### src/rtl/key_event_gen_if.sv
// Key level in, single-cycle key events out, for one debounced key.
// Modport slave is the event generator; master is whoever drives the key and consumes events.
interface key_event_gen_if;
    logic KeyLevel;
    logic PressPulse;
    logic ReleasePulse;
    logic ShortPress;
    logic LongPress;
    logic RepeatPulse;
    logic Held;

    modport master (
        output KeyLevel,
        input  PressPulse, ReleasePulse, ShortPress, LongPress, RepeatPulse, Held
    );

    modport slave (
        input  KeyLevel,
        output PressPulse, ReleasePulse, ShortPress, LongPress, RepeatPulse, Held
    );
endinterface

### src/rtl/key_event_gen.sv
// Turns a debounced key level into press/release/short/long/repeat pulses plus a held level.
// Latency: every event is registered, 1 clk after the sampled key condition.
// Backpressure: none; events are fire-and-forget pulses.
module key_event_gen #(
    parameter bit          ACTIVE_LOW = 1'b1,
    parameter logic [31:0] LONG_CNT   = 32'd50000000,
    parameter logic [31:0] REPEAT_CNT = 32'd10000000
) (
    input  logic            clk,
    input  logic            rst,
    key_event_gen_if.slave  key_if
);

    typedef enum logic [1:0] {WAIT_REL, IDLE, PRESSED, LONG} state_t;

    localparam logic PRESS_LVL = ACTIVE_LOW ? 1'b0 : 1'b1;

    state_t      state_q, state_d;
    logic [31:0] hc_q, hc_d;
    logic [31:0] rc_q, rc_d;
    logic        p_q, p;
    logic        press_q, press_d;
    logic        release_q, release_d;
    logic        short_q, short_d;
    logic        long_q, long_d;
    logic        repeat_q, repeat_d;
    logic        held_q, held_d;

    assign p = (key_if.KeyLevel == PRESS_LVL);

    always_comb begin
        state_d   = state_q;
        hc_d      = hc_q;
        rc_d      = rc_q;
        held_d    = held_q;
        press_d   = 1'b0;
        release_d = 1'b0;
        short_d   = 1'b0;
        long_d    = 1'b0;
        repeat_d  = 1'b0;
        case (state_q)
            // A key still held from reset must be released before it can count.
            WAIT_REL: begin
                if (!p) begin
                    state_d = IDLE;
                    hc_d    = '0;
                    rc_d    = '0;
                end
            end
            IDLE: begin
                if (p && !p_q) begin
                    state_d = PRESSED;
                    hc_d    = '0;
                    rc_d    = '0;
                    press_d = 1'b1;
                    held_d  = 1'b1;
                end
            end
            PRESSED: begin
                if (!p) begin
                    state_d   = IDLE;
                    hc_d      = '0;
                    rc_d      = '0;
                    release_d = 1'b1;
                    short_d   = 1'b1;
                    held_d    = 1'b0;
                end else if (hc_q == LONG_CNT - 32'd1) begin
                    state_d = LONG;
                    hc_d    = '0;
                    rc_d    = '0;
                    long_d  = 1'b1;
                end else begin
                    hc_d = hc_q + 32'd1;
                end
            end
            LONG: begin
                if (!p) begin
                    state_d   = IDLE;
                    hc_d      = '0;
                    rc_d      = '0;
                    release_d = 1'b1;
                    held_d    = 1'b0;
                end else if (rc_q == REPEAT_CNT - 32'd1) begin
                    rc_d     = '0;
                    repeat_d = 1'b1;
                end else begin
                    rc_d = rc_q + 32'd1;
                end
            end
            default: state_d = WAIT_REL;
        endcase
    end

    always_ff @(posedge clk) begin
        if (rst) begin
            state_q   <= WAIT_REL;
            hc_q      <= '0;
            rc_q      <= '0;
            p_q       <= 1'b0;
            press_q   <= 1'b0;
            release_q <= 1'b0;
            short_q   <= 1'b0;
            long_q    <= 1'b0;
            repeat_q  <= 1'b0;
            held_q    <= 1'b0;
        end else begin
            state_q   <= state_d;
            hc_q      <= hc_d;
            rc_q      <= rc_d;
            p_q       <= p;
            press_q   <= press_d;
            release_q <= release_d;
            short_q   <= short_d;
            long_q    <= long_d;
            repeat_q  <= repeat_d;
            held_q    <= held_d;
        end
    end

    assign key_if.PressPulse   = press_q;
    assign key_if.ReleasePulse = release_q;
    assign key_if.ShortPress   = short_q;
    assign key_if.LongPress    = long_q;
    assign key_if.RepeatPulse  = repeat_q;
    assign key_if.Held         = held_q;

endmodule

### src/flat_wrapper.sv
// flat-port wrapper written by rule: the top's interface ports become plain ports
module key_event_gen_flat 
#(
    parameter bit          ACTIVE_LOW = 1'b1,
    parameter logic [31:0] LONG_CNT   = 32'd50000000,
    parameter logic [31:0] REPEAT_CNT = 32'd10000000
)
  (clk, rst, key_if_KeyLevel, key_if_PressPulse, key_if_ReleasePulse, key_if_ShortPress, key_if_LongPress, key_if_RepeatPulse, key_if_Held);
  key_event_gen_if key_if_i ();
  input  logic clk;
  input  logic rst;
  input wire logic [$bits(key_if_i.KeyLevel)-1:0] key_if_KeyLevel;
  output wire logic [$bits(key_if_i.PressPulse)-1:0] key_if_PressPulse;
  output wire logic [$bits(key_if_i.ReleasePulse)-1:0] key_if_ReleasePulse;
  output wire logic [$bits(key_if_i.ShortPress)-1:0] key_if_ShortPress;
  output wire logic [$bits(key_if_i.LongPress)-1:0] key_if_LongPress;
  output wire logic [$bits(key_if_i.RepeatPulse)-1:0] key_if_RepeatPulse;
  output wire logic [$bits(key_if_i.Held)-1:0] key_if_Held;
  assign key_if_i.KeyLevel = key_if_KeyLevel;
  assign key_if_PressPulse = key_if_i.PressPulse;
  assign key_if_ReleasePulse = key_if_i.ReleasePulse;
  assign key_if_ShortPress = key_if_i.ShortPress;
  assign key_if_LongPress = key_if_i.LongPress;
  assign key_if_RepeatPulse = key_if_i.RepeatPulse;
  assign key_if_Held = key_if_i.Held;
  key_event_gen #(.ACTIVE_LOW(ACTIVE_LOW), .LONG_CNT(LONG_CNT), .REPEAT_CNT(REPEAT_CNT)) u_core (.clk(clk), .rst(rst), .key_if(key_if_i));
endmodule
### config.mk
export PLATFORM = sky130hd
export DESIGN_NAME = key_event_gen_flat
export DESIGN_NICKNAME = d
export VERILOG_FILES = /design/src/rtl/key_event_gen_if.sv /design/src/rtl/key_event_gen.sv /design/src/flat_wrapper.sv
export SDC_FILE = /design/constraint.sdc
export NUM_CORES = 1
export LEC_CHECK = 0
export ABC_AREA = 1
export CAP_MARGIN = 20
export CORE_MARGIN = 3
export CORE_UTILIZATION = 57
export DETAILED_ROUTE_END_ITERATION = 10
export PLACE_DENSITY = 0.77
export SYNTH_ARGS = -nofsm -noshare
export SYNTH_HDL_FRONTEND = slang
export SYNTH_SLANG_ARGS = --single-unit
### constraint.sdc
create_clock -name clk -period 1.47 [get_ports clk]
set_input_delay 0.147 -clock clk [delete_from_list [all_inputs] [get_ports clk]]
set_output_delay 0.147 -clock clk [all_outputs]
set_load 0.02 [all_outputs]
==> results of run 1 <==
==> cells by family after synthesis <==
family                   share of synthesized area [%]
AND/OR/NAND/NOR                                   47.4
buffers and inverters                             11.0
flip-flops                                        32.1
AO/OA/AOI/OAI                                     4.76
XOR/XNOR                                          3.08
adder cells (fa/ha/maj)                           1.65
==> stage by stage <==
step	worst slack (ns)	hold slack [ns]	instance area, sq um	util [%]
4_1_cts	-0.233	0.476	6680	89.2
2_1_floorplan	-0.106	0.414	4620	-
3_5_place_dp	-0.479	0.459	5910	78.9
3_3_place_gp	-0.452	0.451	5910	78.9
==> cell usage after synthesis, types with 2 or more instances <==
cell                       instances
sky130_fd_sc_hd__a21oi_1          18
sky130_fd_sc_hd__buf_2             8
sky130_fd_sc_hd__buf_4             4
sky130_fd_sc_hd__buf_6             2
sky130_fd_sc_hd__clkbuf_1          3
sky130_fd_sc_hd__dfxtp_1          73
sky130_fd_sc_hd__ha_1              6
sky130_fd_sc_hd__inv_1            99
sky130_fd_sc_hd__inv_2             6
sky130_fd_sc_hd__nand2_1         173
sky130_fd_sc_hd__nand2_2           5
sky130_fd_sc_hd__nand2_4           3
sky130_fd_sc_hd__nand3_1          71
sky130_fd_sc_hd__nand4_1          28
sky130_fd_sc_hd__nor2_1          144
sky130_fd_sc_hd__nor2_2           10
sky130_fd_sc_hd__nor2_4            2
sky130_fd_sc_hd__nor3_1           27
sky130_fd_sc_hd__nor3_2            2
sky130_fd_sc_hd__nor3b_1           4
sky130_fd_sc_hd__nor4_1            6
sky130_fd_sc_hd__o21ai_0          12
sky130_fd_sc_hd__o22ai_1           2
sky130_fd_sc_hd__xnor2_1           5
sky130_fd_sc_hd__xor2_1           11
==> what timing repair did <==
| item | 4_1_cts |
|---|---|
| setup endpoints to repair | 68 |
| pin swaps | 33 |
| setup buffers | 14 |
| gates resized for setup | 99 |
| gates cloned | 7 |
==> impl_summary.md, run 1 <==
Placed design
The number of buffer cells added on primary ports is 8. The number of placed instances with taps included is between 900 and 1000. The final RePlAce weighted congestion is approximately 0.94. The HPWL after detailed placement is 10500 um.

Synthesis
The sequential cell area fraction in the yosys report is about 32%. The number of nets handed over by synthesis was 744. The netlist uses 36 different library cells. The netlist area before placement is about 4600 sq um. In this run, synthesis inferred 0 flip-flops with an integrated enable. The register bit total from synthesis is 73. The number of cells produced by synthesis is ~740.

After synthesis, the mean cell area works out to 6.19 sq um. The top cell type by area accounts for 32.1% of the synthesized area. In the post-synthesis netlist, the biggest area contributors are sky130_fd_sc_hd__dfxtp_1 (32%), sky130_fd_sc_hd__nand2_1 (14%), sky130_fd_sc_hd__nor2_1 (12%), sky130_fd_sc_hd__inv_1 (8.2%), sky130_fd_sc_hd__nand3_1 (7.8%). During synthesis, Yosys emitted a total of 0 warnings. The predominant post-synthesis flop cell is sky130_fd_sc_hd__dfxtp_1.

The fraction of registers with async set/reset is 0%. The most area-hungry cell type in the Yosys netlist is sky130_fd_sc_hd__dfxtp_1.

Clocking
The maximum clock path buffer count is 2. The total clock buffers created by CTS is 9. The clock net in this run drives a total of 73 sinks. Clock tree synthesis selected as its root buffer the cell sky130_fd_sc_hd__clkbuf_8. For this design, the CTS-stage hold fixing added 0 buffers.

The number of H-tree levels is 3.

Status
The flow halted during global routing (5_1_grt). The flow did not finish. The first error in the log reads "[ERROR DPL-0038] Utilization greater than 100%, impossible to legalize".

STA
Once global-route timing repair stopped, the endpoint with the least setup slack was u_core.rc_q[30]$_SDFFE_PP0P_/D. The category of the worst endpoint is a register input.

Floorplanning
The number of top-level design ports is 9. The height of the chip is about 95 um. The effective utilization at floorplan is approximately three fifths. In this run the horizontal extent of the chip is 95.4 um.

Row generation in the floorplan step produced 31 rows.

Global routing
Entering global routing, the biggest net connects 24 pins.
==> inputs of run 2 (changes only) <==
CORE_UTILIZATION = 40   (was 57)
PLACE_DENSITY = not set   (was 0.77)
PLACE_DENSITY_LB_ADDON = 0.15   (was not set)
clock period = 1.9 ns   (was 1.47 ns; I/O delays follow)
==> run 2 against run 1 <==
Compared with the run above:
- the run now ends clean
- synthesized cell count unchanged
- synthesized area did not move
==> impl_summary.md, run 2 <==
Status
Result of the run: complete, no violations (was aborted with a tool error).

Floorplanning
The x dimension of the die is 113 um (was 95.4 um). The site row count is 38 (was 31). The die footprint is between 10000 and 15000 sq um. In this run the standard cell core region covers 11000 sq um. The number of top-level design ports is 9 (unchanged). The effective utilization at floorplan is 41.4% (was 60.8%). The height of the chip was 113 um (was 95.4 um).

Finish
Leaving out fill and tap cells, the most frequent cell in the layout is sky130_fd_sc_hd__nand2_1. The summed area of non-filler cells in the final layout is between 5000 and 6000 sq um. Leaving out fill and tap cells, the most frequent cells in the layout are sky130_fd_sc_hd__nand2_1 (171), sky130_fd_sc_hd__nor2_1 (137), sky130_fd_sc_hd__inv_1 (98).

Compared with the post-synthesis result, the final layout area differs by 23.0%. The diode insertion count for antenna repair is 0. The fraction of final layout cells with drive strength greater than 1 is between 10% and 20%. The largest registers in the layout are u_core.hc_q: 32 flops, u_core.rc_q: 32 flops, u_core.state_q: 2 flops. In the final design database the tool counted just under 800 nets.

Synthesis
The combinational family with the most area after synthesis was simple AND/OR/NAND/NOR gates (unchanged). The fraction of synthesized cell area in xor and xnor cells is 3.08% (unchanged). Largest cells by area after synthesis: sky130_fd_sc_hd__dfxtp_1 (32%), sky130_fd_sc_hd__nand2_1 (14%), sky130_fd_sc_hd__nor2_1 (12%), sky130_fd_sc_hd__inv_1 (8.2%), sky130_fd_sc_hd__nand3_1 (7.8%) (unchanged).

The fraction of the mapped netlist area in simple logic gates was 47.4% (unchanged). The netlist area before placement is 4550 sq um (unchanged). The sequential cell area fraction in the yosys report is 32.1% (unchanged).

The number of library cell types mapped by synthesis came to 36 (unchanged). The most used standard cell by instance count after synthesis was sky130_fd_sc_hd__nand2_1 (unchanged). The number of cells produced by synthesis is 735 (unchanged). The register bit total from synthesis is 73 (unchanged). The multiplexer fraction of the synthesized cell area is 0% (unchanged).

Most common library cells after synthesis: sky130_fd_sc_hd__nand2_1 (173), sky130_fd_sc_hd__nor2_1 (144), sky130_fd_sc_hd__inv_1 (99), sky130_fd_sc_hd__dfxtp_1 (73), sky130_fd_sc_hd__nand3_1 (71) (unchanged). The most area-hungry cell type in the Yosys netlist was sky130_fd_sc_hd__dfxtp_1 (unchanged). The adder and majority cell fraction of the synthesized area was 1.65% (unchanged).

The warning count from the yosys run was 0 (unchanged). The post-synthesis net count is 744 (unchanged). The fraction of registers with async set/reset is 0% (unchanged). The predominant post-synthesis flop cell was sky130_fd_sc_hd__dfxtp_1 (unchanged). The per-instance average area after synthesis is 6.19 sq um (unchanged). The number of synthesized flops with an enable pin is 0 (unchanged). The compound-gate portion of the synthesized area is 4.76% (unchanged). The area share of the largest cell type after synthesis was 32.1% (unchanged).

Pwr
VDD sags by at most about 0.74 mV. The power per cell area is roughly 950 nW/um^2. The static leakage is between 0.002 and 0.0025 uW.

STA
The final-report max-slew violation count was 0. At the pin with the least slew margin, the transition time is 0.425 ns. Dividing the final minimum period by the clock period gives approximately 93%.

The final critical path time including I/O delays and setup is between 1.5 and 2 ns. For the final database, setup skew stands at 0.0107 ns. The worst path meets setup with ~0.13 ns of slack. Headroom to the max-slew limit came out at a little under three quarters. The upper clock frequency limit is around 0.56 GHz. The count of endpoints failing setup in the final report is 0. The number of failing hold endpoints at the final stage is 0.

Placed design
The final RePlAce weighted congestion is 0.881 (was 0.937). The sum of net half-perimeters after detailed placement was 9070 um (was 10500 um). The post-placement setup slack came to -0.107 ns (was -0.479 ns).

The number of buffer cells added on primary ports is 8 (unchanged). The area of placed instances was 5060 sq um (was 5910 sq um).

Critical path
The setup path with the least slack is of type reg -> reg. The largest stage delay on the critical path is 0.36 ns. Traced cell by cell, the critical path runs through inv_2 -> ha_1 -> inv_1 -> nand2_1 -> nand2_2 -> buf_12 -> nor2_2 -> nand2_2 -> nor3_4 -> nand2_1 -> nand2_1 -> nand2_1 -> nor2_1.

The worst setup path is captured at a flop. The most used cell along the critical path is sky130_fd_sc_hd__nand2_1. The element type at the critical path start is a flop. In this run the worst path has a maximum fanout of 6. The cell at the slowest stage of the critical path is sky130_fd_sc_hd__dfxtp_2. STA puts the critical path data arrival time at 2.06 ns. For the worst setup path, the data required time is about 2.2 ns.

Clocking
The clock root buffer is sky130_fd_sc_hd__clkbuf_16 (was sky130_fd_sc_hd__clkbuf_8). The clock reaches the later pin of the worst-skew pair after roughly 0.35 ns. The maximum clock path buffer count is 2 (unchanged). The total clock buffers created by CTS was 9 (unchanged). Clock-pin slew was measured on the worst setup and hold paths at about 0.070 ns. The number of H-tree levels is 3 (unchanged). The TritonCTS clock tree is built. The number of clock sinks is 73 (unchanged). The post-cts hold buffer count was 0 (unchanged).

Routing
The met2 wire length is around 5200 um. The routed wire length is 12300 um. The number of DRC violations after detailed-routing iteration 0 is ~340.

The first detailed-routing pass took 5 iterations. The final route contains around 4700 vias. The detail route stage leaves a number of antenna-violating nets equal to 0. In the final routing, the length of wire on met1 measures about 6300 um. After detailed routing, the average wire length per cell comes to 13.2 um. In the detailed route, the total length drawn on met3 is 566 um. Using the TritonRoute via totals, the vias-per-cell ratio works out to roughly 5.1.

The count of unresolved DRC violations after routing is 0. The detailed router used layers up to and including met4.

Min path
The class of the tightest hold or removal check is reg -> reg.

Global routing
The number of global-route vias before repair is roughly 4300. The total overflow left after global routing is 0. The initial antenna violation count is 0. The all-layer global routing usage is roughly a fifth. Entering global routing, the biggest net connects 20 pins. The first global-routing pass estimated between 20000 and 25000 um of wire.

Flow run
The tool flagged a number of max-cap violations equal to 0.
==> run 2: cell counts after synthesis <==
Identical to the previous run, type by type.
==> run 2: path summary, 6_finish.rpt <==
kind / from / endpoint / slack [ns] / depth (start not counted)
setup reg to reg: u_core.state_q[0] / u_core.hc_q[28] / 0.13 / 13
setup / recovery: u_core.state_q[0] / u_core.hc_q[28] / 0.13 / 13
hold reg to reg: u_core.key_if.Held / u_core.key_if.Held / 0.48 / 2
hold / removal: u_core.key_if.Held / u_core.key_if.Held / 0.48 / 2
==> run 2: kinds of logic (layout without fill, tap and decap cells) <==
kind of cell | after synthesis | after routing
DFF | 73 | 73
xor gates and xnor gates | 16 | 16
AOI/OAI and AO/OA | 37 | 38
adders and majority gates | 6 | 6
and+or+nand+nor | 480 | 480
buffers and inverters | 123 | 177
==> run 2: worst max-delay path: cells and delay by family, from the launching register on <==
| family | cells | cell delay [ns] |
|---|---|---|
| adder cells (fa/ha/maj) | 1 | 0.27 |
| buffers and inverters | 3 | 0.25 |
| AND/OR/NAND/NOR | 9 | 0.82 |
| flip-flops | 1 | 0.36 |
==> run 2: cell type report <==
class,instances,area (sq um)
Fill cell,1122,5390
Multi-Input combinational cell,540,2670
Sequential cell,73,1460
Timing Repair Buffer,55,537
Inverter,106,398
Clock buffer,10,239
Tap cell,140,175
Clock inverter,6,115
==> run 2: through the flow <==
step	std cells	setup TNS [ns]	hold slack, ns	power [uW]	utilization, %
2_1_floorplan	735	0	0.445	2570	-
3_3_place_gp	905	-0.843	0.460	3080	46.0
3_5_place_dp	905	-2.83	0.470	3100	46.0
4_1_cts	922	-0.343	0.485	5170	49.4
5_1_grt	930	-0.0338	0.508	5580	50.9
6_report	930	0	0.476	5310	50.9
==> run 2: power by group <==
group | internal [uW] | leakage, uW | switching (uW) | total [uW]
registers | 1610 | 0.000590 | 71.1 | 1680
clock network | 1320 | 0.000169 | 694 | 2020
logic | 676 | 0.00143 | 931 | 1610
==> run 2: what timing repair did <==
action | CTS | global route
setup endpoints to repair | 18 | 54
setup buffers | 0 | 8
gates resized for setup | 1 | 21
hold endpoints to repair | 0 | 0
pin swaps | 1 | 7
cloned | 1 | 0
==> run 2: per-layer routing <==
metal / vias up / global-route usage [%]
li1: 2434 / -
met1: 2153 / 29.8
met2: 106 / 28.4
met3: 19 / 3.56
met4: 0 / 7.69
met5: - / 0
Power figures use the tool's default switching activity.
==> patch (config.mk and constraints of run 2) <==
`REPEAT_CNT` is set to 32'd10000000 in 2 places; all go to 32'd7500000.
--- a/src/rtl/key_event_gen.sv
+++ b/src/rtl/key_event_gen.sv
@@ -4,7 +4,7 @@
 module key_event_gen #(
     parameter bit          ACTIVE_LOW = 1'b1,
     parameter logic [31:0] LONG_CNT   = 32'd50000000,
-    parameter logic [31:0] REPEAT_CNT = 32'd10000000
+    parameter logic [31:0] REPEAT_CNT = 32'd7500000
 ) (
     input  logic            clk,
     input  logic            rst,
--- a/src/flat_wrapper.sv
+++ b/src/flat_wrapper.sv
@@ -3,7 +3,7 @@
 #(
     parameter bit          ACTIVE_LOW = 1'b1,
     parameter logic [31:0] LONG_CNT   = 32'd50000000,
-    parameter logic [31:0] REPEAT_CNT = 32'd10000000
+    parameter logic [31:0] REPEAT_CNT = 32'd7500000
 )
   (clk, rst, key_if_KeyLevel, key_if_PressPulse, key_if_ReleasePulse, key_if_ShortPress, key_if_LongPress, key_if_RepeatPulse, key_if_Held);
   key_event_gen_if key_if_i ();
Function: no difference found for any inputs over 10 cycles, from zero or initial values and one cycle with rst high; that may be too few to reach the edited logic, so the function may still have changed.
==> patch against run 2 <==
- cell count decreased by 8.3%
- global-route usage decreased by 1.2 points
- wire length decreased by 16%
- non-clock buffer count increased by 3
- cell area decreased by 9.7%
- synthesized area decreased by 8.5%
- synthesized cell count decreased by 10%
- sequential cell count unchanged
- setup slack got worse by 10 ps
- clock skew increased by 1.0 ps
- clock power decreased by 46%
- core utilization decreased by 0.18 points
- total power decreased by 21%
- critical path type unchanged
- highest routed layer unchanged
==> patch: results (changes against run 2) <==
Placed design
  – DP Wirelength: 7739 µm (-15%)
  – Placed inst area: 0.004728 mm² (-6.5%)
  – Port buffer count: 8 (unchanged)
  – Placer congestion estimate: 0.8806 (about the same)

Final layout
  – Number of fill cells: 1028 (-8.4%)
  – Ratio of cells with drive above 1 in the final layout: 14.72% (+0.55 points)
  – Nets@finish: 724 (-8.8%)

Routing
  – Average wire per standard cell: 12.09 µm (-8.2%)
  – Initial DRC count: 247 (-28%)
  – Vias: 4211 (-11%)

Setup path
  – Crit path max fanout: 8 (+2)
  – R2R cell count: 11 (-2)
  – Worst reg2reg path endpoint: u_core.rc_q[16]
  – Reg2Reg Setup Slack: 120 ps
  – Start of the worst register-to-register path: u_core.state_q[1]
  – Worst Path Arrival: ~2100 ps

CTS
  – Root buffer cell: clkbuf_8
  – Total CTS buffers: 9 (unchanged)

Power
  – VDD IR-drop max: 513.5 µV (-31%)
  – Sw Ratio: 34.04% (+2.1 points)
  – Static Leak: 1.858 nW (-15%)

Yosys
  – Cell variety after synth: 34 (-5.6%)
  – Post-Syn Nets: 669 (-10%)
  – Adder-cell share of the synthesized area: 1.802% (+0.15 points)
  – Post-synthesis compound-gate area fraction: 7.149% (+2.4 points)
  – Synth top cells by count: nand2_1, nor2_1, inv_1
  – Synth area leaders: dfxtp_1, nand2_1, nor2_1
  – Post-synthesis xor/xnor area fraction: 3.575% (+0.50 points)
  – Sequential share of the synthesized area: 35.09% (+3.0 points)

Global route
  – Vias in the first global route: 3945 (-8.9%)
  – Global-route wire length before repair: 17730 µm (-15%)
  – Pin count of the biggest net entering global routing: 33 (+65%)
  – GRT Resource Usage Total: 18.79% (-1.2 points)

Run status
  – Status: complete, no violations

STA
  – Least-Margin Pin Slew: 425.4 ps (+0.8729 ps)
  – Clock skew: 11.68 ps (+1.001 ps)
-- patch: cell types whose count changed in the layout (fill, tap and decap cells not counted), sizes merged, moves of 3 or more --
cell    change
nand4      -10
xor2        +5
nand3      -22
o21ai       +4
a211oi      +3
nand2      -21
inv        -15
clkbuf      +3
xnor2       -4
bufinv      -3
nor3b       -4
buf         +3
nor3        +7
nor2       -22
-- patch: power by group through the flow --
stage	clock, mW	combinational (mW)	sequential, mW
detailed placement	0	1.30	1.69
floorplan	0	0.747	1.70
CTS	1.14	1.31	1.65
finish	1.10	1.41	1.66
global placement	0	1.28	1.69
global route	1.20	1.56	1.67
-- patch: layout make-up --
cell class	instances	area share, %
Tap cell	133	3.293
Timing Repair Buffer	58	10.23
Clock inverter	3	0.2971
Multi-Input combinational cell	483	47.31
Inverter	90	6.685
Sequential cell	73	29.04
Clock buffer	13	3.144
-- patch: timing repair --
item	4_1_cts	5_1_grt
setup endpoints to repair	3	65
resized for setup	2	41
pin swaps	0	4
buffers inserted	0	2
-- patch: worst max path at each step --
stage                      start  slack, ps               to  cells after the start
3_3_place_gp     key_if_KeyLevel       -140  u_core.hc_q[20]                      9
4_1_cts           u_core.rc_q[0]          1  u_core.rc_q[28]                      9
6_report       u_core.state_q[1]        120  u_core.rc_q[16]                     11
2_1_floorplan  u_core.state_q[1]        120  u_core.rc_q[16]                      9
5_1_grt        u_core.state_q[0]        -20  u_core.hc_q[18]                     12
3_5_place_dp     key_if_KeyLevel       -150   u_core.hc_q[8]                     11
-- patch: logic make-up (layout without fill, tap and decap cells) --
logic type,after synthesis,after routing
buffers and inverters,104,164
adder cells (fa/ha/maj),6,6
AND/OR/NAND/NOR,412,412
flip-flops,73,73
AO/OA/AOI/OAI,48,48
XOR/XNOR,17,17
-- patch: layer usage --
layer | routed length, µm | GRT usage, % | part of all wire [%] | up-vias
li1 | - | - | - | 2208
met1 | 5092 | 25.74 | 49 | 1911
met2 | 4587 | 29.26 | 44 | 79
met3 | 457 | 2.567 | 4.4 | 13
met4 | 175 | 8.747 | 1.7 | 0
met5 | 0 | 0 | 0 | -
-- patch: critical path, stage by stage, from the launching register on --
cell and delay (ps):
dfxtp_2 330, inv_1 60, ha_2 210, o21ai_4 80, buf_4 150, a21boi_4 200
buf_4 140, nand2_4 60, buf_4 160, o21ai_0 140, inv_1 60, nor2_1 110
-- patch: through the flow --
step	instances	hold slack, ps	utilization, %	TNS (ps)	setup slack, ps
floorplan	660	395.7	-	0	120.4
global placement	835	450.7	47.50	-1785	-143.3
detailed placement	835	456.3	47.50	-2342	-149.4
CTS	851	468.4	49.32	0	1.156
global route	853	496.6	50.77	-47.92	-22.23
finish	853	463.7	50.77	0	115.2
